$ cat src/rtl/bf_bus_pkg.sv
// bf_bus_pkg: shared mode, bus phase and width definitions for the BF memory bus.
package bf_bus_pkg;
  typedef enum logic {MODE_LOAD, MODE_RUN} mode_e;
  localparam int BF_DATA_W = 8;
  localparam int BF_EXT_W = 6;
  localparam logic [1:0] PH_ADDR = 2'b11;
  localparam logic [1:0] PH_WDATA = 2'b10;
  function automatic logic is_read(input logic [1:0] ph);
    return !ph[1];
  endfunction
endpackage

$ cat src/rtl/bf_out_fifo.sv
// bf_out_fifo: synchronous FIFO; a push while full is accepted only alongside a pop.
module bf_out_fifo #(
  parameter int DEPTH = 4,
  parameter int W = 8
) (
  input  logic         clk,
  input  logic         rst,
  input  logic         push,
  input  logic         pop,
  input  logic [W-1:0] din,
  output logic [W-1:0] dout,
  output logic         full,
  output logic         empty
);
  localparam int AW = $clog2(DEPTH);
  logic [W-1:0] mem [DEPTH];
  logic [AW:0] wr_q, wr_d, rd_q, rd_d;
  logic do_push, do_pop;
  always_comb begin
    empty = wr_q == rd_q;
    full = (wr_q[AW] != rd_q[AW]) && (wr_q[AW-1:0] == rd_q[AW-1:0]);
    do_pop = pop && !empty;
    do_push = push && (!full || do_pop);
    wr_d = do_push ? wr_q + 1'b1 : wr_q;
    rd_d = do_pop ? rd_q + 1'b1 : rd_q;
    dout = mem[rd_q[AW-1:0]];
  end
  always_ff @(posedge clk) begin
    if (rst) begin
      wr_q <= '0;
      rd_q <= '0;
    end else begin
      wr_q <= wr_d;
      rd_q <= rd_d;
    end
  end
  always_ff @(posedge clk)
    if (do_push) mem[wr_q[AW-1:0]] <= din;
endmodule

$ cat src/rtl/bf_mem_responder.sv
// bf_mem_responder: BF bus memory with host loader; MMIO output FIFO when MMIO_OUT_EN is defined.
module bf_mem_responder
  import bf_bus_pkg::*;
#(
  parameter int ADDR_W = 8,
  parameter int FIFO_DEPTH = 4,
  parameter logic [7:0] MMIO_ADDR = 8'hFF
) (
  input  logic                 clk,
  input  logic                 rst,
  input  logic                 bus_write,
  input  logic                 bus_addr,
  input  logic [BF_EXT_W-1:0]  bus_ext,
  input  logic [BF_DATA_W-1:0] bus_din,
  output logic [BF_DATA_W-1:0] bus_dout,
  output logic                 bus_oe,
  output logic                 cpu_hold,
  input  logic                 ld_start,
  input  logic                 ld_valid,
  input  logic [BF_DATA_W-1:0] ld_data,
  output logic                 ld_ready,
  input  logic                 ld_done,
  output logic                 out_valid,
  output logic [BF_DATA_W-1:0] out_data,
  input  logic                 out_ready,
  output logic                 out_ovf
);
  localparam int DEPTH = 1 << ADDR_W;
  logic [BF_DATA_W-1:0] mem [DEPTH];
  mode_e mode_q, mode_d;
  logic [ADDR_W-1:0] addr_q, addr_d, ram_wa;
  logic [ADDR_W:0] ld_ptr_q, ld_ptr_d;
  logic [BF_EXT_W+BF_DATA_W-1:0] full_addr;
  logic [BF_DATA_W-1:0] ram_wd, rd_data;
  logic [1:0] ph;
  logic run, ld_acc, wdata, ram_we, is_mmio, unused_ext;
  assign ph = {bus_write, bus_addr};
  assign full_addr = {bus_ext, bus_din};
  assign unused_ext = ^full_addr;
  always_comb begin
    run = mode_q == MODE_RUN;
    cpu_hold = rst || !run;
    ld_ready = !run && !ld_ptr_q[ADDR_W];
    ld_acc = ld_valid && ld_ready && !ld_start && !rst;
    wdata = run && !rst && ph == PH_WDATA;
    bus_oe = run && !rst && is_read(ph);
    addr_d = (run && ph == PH_ADDR) ? full_addr[ADDR_W-1:0] : addr_q;
    ld_ptr_d = ld_start ? '0 : ld_ptr_q + (ADDR_W+1)'(ld_acc);
    mode_d = ld_start ? MODE_LOAD : (!run && ld_done) ? MODE_RUN : mode_q;
    ram_we = ld_acc || (wdata && !is_mmio);
    ram_wa = run ? addr_q : ld_ptr_q[ADDR_W-1:0];
    ram_wd = run ? bus_din : ld_data;
    bus_dout = bus_oe ? rd_data : '0;
  end
  always_ff @(posedge clk) begin
    if (rst) begin
      mode_q <= MODE_LOAD;
      addr_q <= '0;
      ld_ptr_q <= '0;
    end else begin
      mode_q <= mode_d;
      addr_q <= addr_d;
      ld_ptr_q <= ld_ptr_d;
    end
  end
  always_ff @(posedge clk)
    if (ram_we) mem[ram_wa] <= ram_wd;
`ifdef MMIO_OUT_EN
  logic fifo_full, fifo_empty, push, pop, ovf_q, ovf_d;
  always_comb begin
    is_mmio = addr_q == ADDR_W'(MMIO_ADDR);
    out_valid = !fifo_empty;
    pop = out_valid && out_ready;
    push = wdata && is_mmio;
    ovf_d = ld_start ? 1'b0 : ovf_q || (push && fifo_full && !pop);
    out_ovf = ovf_q;
    rd_data = is_mmio ? {6'b0, ovf_q, fifo_full} : mem[addr_q];
  end
  always_ff @(posedge clk)
    ovf_q <= rst ? 1'b0 : ovf_d;
  bf_out_fifo #(.DEPTH(FIFO_DEPTH), .W(BF_DATA_W)) u_fifo (
    .clk(clk), .rst(rst), .push(push), .pop(pop), .din(bus_din),
    .dout(out_data), .full(fifo_full), .empty(fifo_empty)
  );
`else
  logic unused_out_ready;
  assign unused_out_ready = out_ready;
  assign is_mmio = 1'b0;
  assign out_valid = 1'b0;
  assign out_data = '0;
  assign out_ovf = 1'b0;
  assign rd_data = mem[addr_q];
`endif
endmodule

$ cat config.mk
export PLATFORM = sky130hd
export DESIGN_NAME = bf_mem_responder
export DESIGN_NICKNAME = d
export VERILOG_FILES = /design/src/rtl/bf_bus_pkg.sv /design/src/rtl/bf_out_fifo.sv /design/src/rtl/bf_mem_responder.sv
export SDC_FILE = /design/constraint.sdc
export NUM_CORES = 2
export LEC_CHECK = 0
export ABC_CLOCK_PERIOD_IN_PS = 3600
export CAP_MARGIN = 20
export CORE_ASPECT_RATIO = 0.5
export CORE_MARGIN = 1
export CORE_UTILIZATION = 40
export DETAILED_ROUTE_END_ITERATION = 10
export GPL_TIMING_DRIVEN = 0
export MAX_ROUTING_LAYER = met4
export PLACE_DENSITY = 0.55
export SYNTH_ARGS = -nofsm -noshare
export SYNTH_HDL_FRONTEND = slang
export SYNTH_HIERARCHICAL = 1
export SYNTH_SLANG_ARGS = --single-unit
$ cat constraint.sdc
create_clock -name clk -period 3.6 [get_ports clk]
set_clock_uncertainty 0.1 [all_clocks]
set_input_delay 0.72 -clock clk [delete_from_list [all_inputs] [get_ports clk]]
set_output_delay 0.72 -clock clk [all_outputs]
set_load 0.01 [all_outputs]
==> impl_metrics.toml <==
[critical_path]
cp_max_fo = 6
ff2ff_setup_slack_ps = -90
regToRegEndpoint = "mem[191][2]"
required_ps = 2780
worstSetupPathType = "reg -> out"
worstReg2RegStart = "mode_q"
cp-end-kind = "output pin"
rr_worst_depth = 6
worst_setup_path_start_kind = "flip-flop"
arrival_ps = 4650

[timing]
fin_crit_sh_pct = 152
hold_viol = 0
period_minus_slack_ps = 5470
worst_slew_pin_slew_ps = 1100
setup_viol = 85
slew_viol_final = 0
max_freq_mhz = 183
setup_ws_ps = -1870
rsz0062_at_grt = "yes"
hold_ws_ps = 323
max_slew_margin_pct = 26.7
setup_tns_ps = -16620

[placed_design]
dp_hpwl_um = 252000
dpl.cell_count = 6992
gp_congestion = 1.08
io_buffers = 33
place_ws_ps = -3410

[pwr]
power_density_nw_per_um2 = 484
internal-power_mw = 38.1
clkPwrFrac_pct = 41.5
swShare_pct = 22.1
p_sw_mw = 10.8
p_leak_nw = 30.4
pwr-share-seq_pct = 54.6
p_comb_share_pct = 3.9
ir_drop_v = 0.000422

[floorplanning]
die_area_sq_um = 207000
die_height_um = 322
die_w_um = 642
start_util_pct = 40.3
row_count = 117
fp.coreArea_sq_um = 203000
pin_count = 51

[yosys]
synthCells = 4149
synthArstFlopShare_pct = 0
synth-edff-count = 2048
synth_area_per_cell_sq_um = 19.8
synth_ff_type = "edfxtp_1"
ys_seq_elements = 2074
netlist_area_sq_um = 81900
synth_sequential_area_ratio_pct = 75.7
synthDistinctLibCells = 80
ys.warnings.count = 6

[clocking]
clkLatencyLatePin_ps = 870
clkTransAtPathRegs_ps = 60
cts_tree = "done"
clock_sinks = 2074
htreeDepth = 4
cts_buffers = 196
clockBufferDepth = 4
root_buffer = "clkbuf_16"

[finish]
stdcell_count = 7590
nNetsFinal = 4714
final_layout_size_suffix_gt1_share_pct = 35.0
layout_commonest_cell = "edfxtp_1"
fin_util_pct = 49.6
final_cell_mix = "edfxtp_1, mux4_2, mux2i_1"
area_delta_synth_final_pct = 23.3

[route]
vias = 51000
ant_nets = 0
vias_per_cell = 6.72
drt_pre_antenna_iters = 8
avgRoutedWirePerCell_um = 49.9
drc = 0
wirelength_um = 379000
drt_iter0_markers = 10200

[run_status]
failed_checks = "negative setup slack"
outcome = "finished, violations left"

[min_path]
hold_depth = 3
min-delay-start = "ld_done"
hold-path-endpoint = "mode_q"
hold_path.class = "in -> reg"

[grt]
grtUsageTotal_pct = 37.1
gr-total-overflow = 0
grt_first_pass_wirelength_um = 475000
grt_max_degree = 135
antenna_found_initial = 37
grt_pass1_vias = 46300

[job]
max_cap_violations = 0
worst max-delay path: stages, from the launching register on:
cell	delay, ps
dfxtp_2	330
buf_12	150
buf_16	180
buf_16	180
buf_16	200
buf_16	160
buf_4	130
mux2i_2	170
o22ai_4	360
o22ai_4	200
nor4_4	620
nand4_1	440
o22ai_2	390
buf_2	200
worst max-delay path by stage:
stage                              to  slack (ps)  depth (start not counted)
after detailed placement  bus_dout[2]       -3410                         11
final                     bus_dout[3]       -1870                         13
after CTS                 bus_dout[3]       -1630                         13
after floorplan             mem[0][0]        -160                          5
after global placement    bus_dout[5]       -4900                          9
after global routing      bus_dout[3]       -1750                         11
synthesized netlist by cell type (all sizes together) (5+ instances only):
| library cell | number | area (sq um) |
|---|---|---|
| or3 | 8 | 50.1 |
| a311oi | 5 | 43.8 |
| o22ai | 86 | 544 |
| a22oi | 21 | 158 |
| nor4 | 26 | 163 |
| a211oi | 36 | 270 |
| o221ai | 79 | 723 |
| a21oi | 64 | 320 |
| nor3 | 63 | 315 |
| and3 | 8 | 50.1 |
| edfxtp | 2048 | 61500 |
| nor2 | 341 | 1280 |
| clkbuf | 94 | 393 |
| mux4 | 379 | 8710 |
| a2111oi | 13 | 114 |
| mux2 | 26 | 293 |
| or2 | 9 | 56.3 |
| nor2b | 9 | 56.3 |
| inv | 11 | 41.3 |
| o21ai | 47 | 235 |
| nand4 | 16 | 100 |
| o32ai | 7 | 61.3 |
| mux2i | 275 | 2750 |
| nand2 | 115 | 437 |
| a221oi | 10 | 87.6 |
| nor3b | 7 | 52.6 |
| nand3b | 8 | 63.8 |
| or4 | 5 | 37.5 |
| and2 | 18 | 113 |
| buf | 167 | 1510 |
| nand2b | 23 | 151 |
| a31oi | 12 | 75.1 |
| dfxtp | 26 | 521 |
| nand3 | 28 | 140 |
registers in the layout, summed over array words and instances (netlist names), named ones only:
| register | cells |
|---|---|
| mem | 2048 |
| ld_ptr_q | 9 |
| addr_q | 8 |
| mode_q | 1 |
what timing repair did:
item	CTS	global route
hold buffers	0	0
pin swaps	77	55
setup buffers	185	47
gates cloned	2	4
resized for setup	1229	181
setup endpoints to repair	2748	2103
per-layer routing:
metal  track usage [%]  up-vias  part of all wire [%]
met1              48.1    27300                    37
met4              17.5        0                   5.6
li1                  -    18300                     -
met2              47.0     4618                    39
met3              19.7      835                    19
met5                 -        -                     0
area by class of cell:
class,instances,area (sq um)
clock buffer,243,5100
timing repair buffer,329,4010
fill,16600,102000
inverter,11,48.8
antenna,25,62.6
buffer,253,3980
tap,2737,3420
multi-input combinational,1817,21500
sequential,2074,62000
clock inverter,101,810
power groups by stage:
stage / registers, mW / logic [mW] / clock network [mW]
2_1_floorplan: 27.3 / 0.631 / 0
3_3_place_gp: 27.4 / 1.38 / 0
3_5_place_dp: 27.2 / 1.54 / 0
4_1_cts: 26.7 / 1.74 / 20.1
5_1_grt: 26.7 / 1.88 / 21.0
6_report: 26.7 / 1.92 / 20.3
metrics by stage:
step / area (sq um) / power (mW)
6_report: 101000 / 48.9
2_1_floorplan: 82000 / 27.9
3_3_place_gp: 85700 / 28.7
3_5_place_dp: 87000 / 28.8
4_1_cts: 99700 / 48.5
5_1_grt: 101000 / 49.6
logic make-up (layout without fill, tap and decap cells):
| family | after synthesis | count (layout) | synth area share (%) |
|---|---|---|---|
| AOI/OAI and AO/OA | 419 | 419 | 3.63 |
| xor gates and xnor gates | 6 | 6 | 0.0641 |
| adders and majority gates | 2 | 2 | 0.0305 |
| buffers and inverters | 272 | 937 | 2.38 |
| DFF | 2074 | 2074 | 75.7 |
| muxes | 680 | 685 | 14.3 |
| other | 1 | 35 | 0.00458 |
| and+or+nand+nor | 695 | 695 | 3.86 |
(Power assumes the default switching activity.)
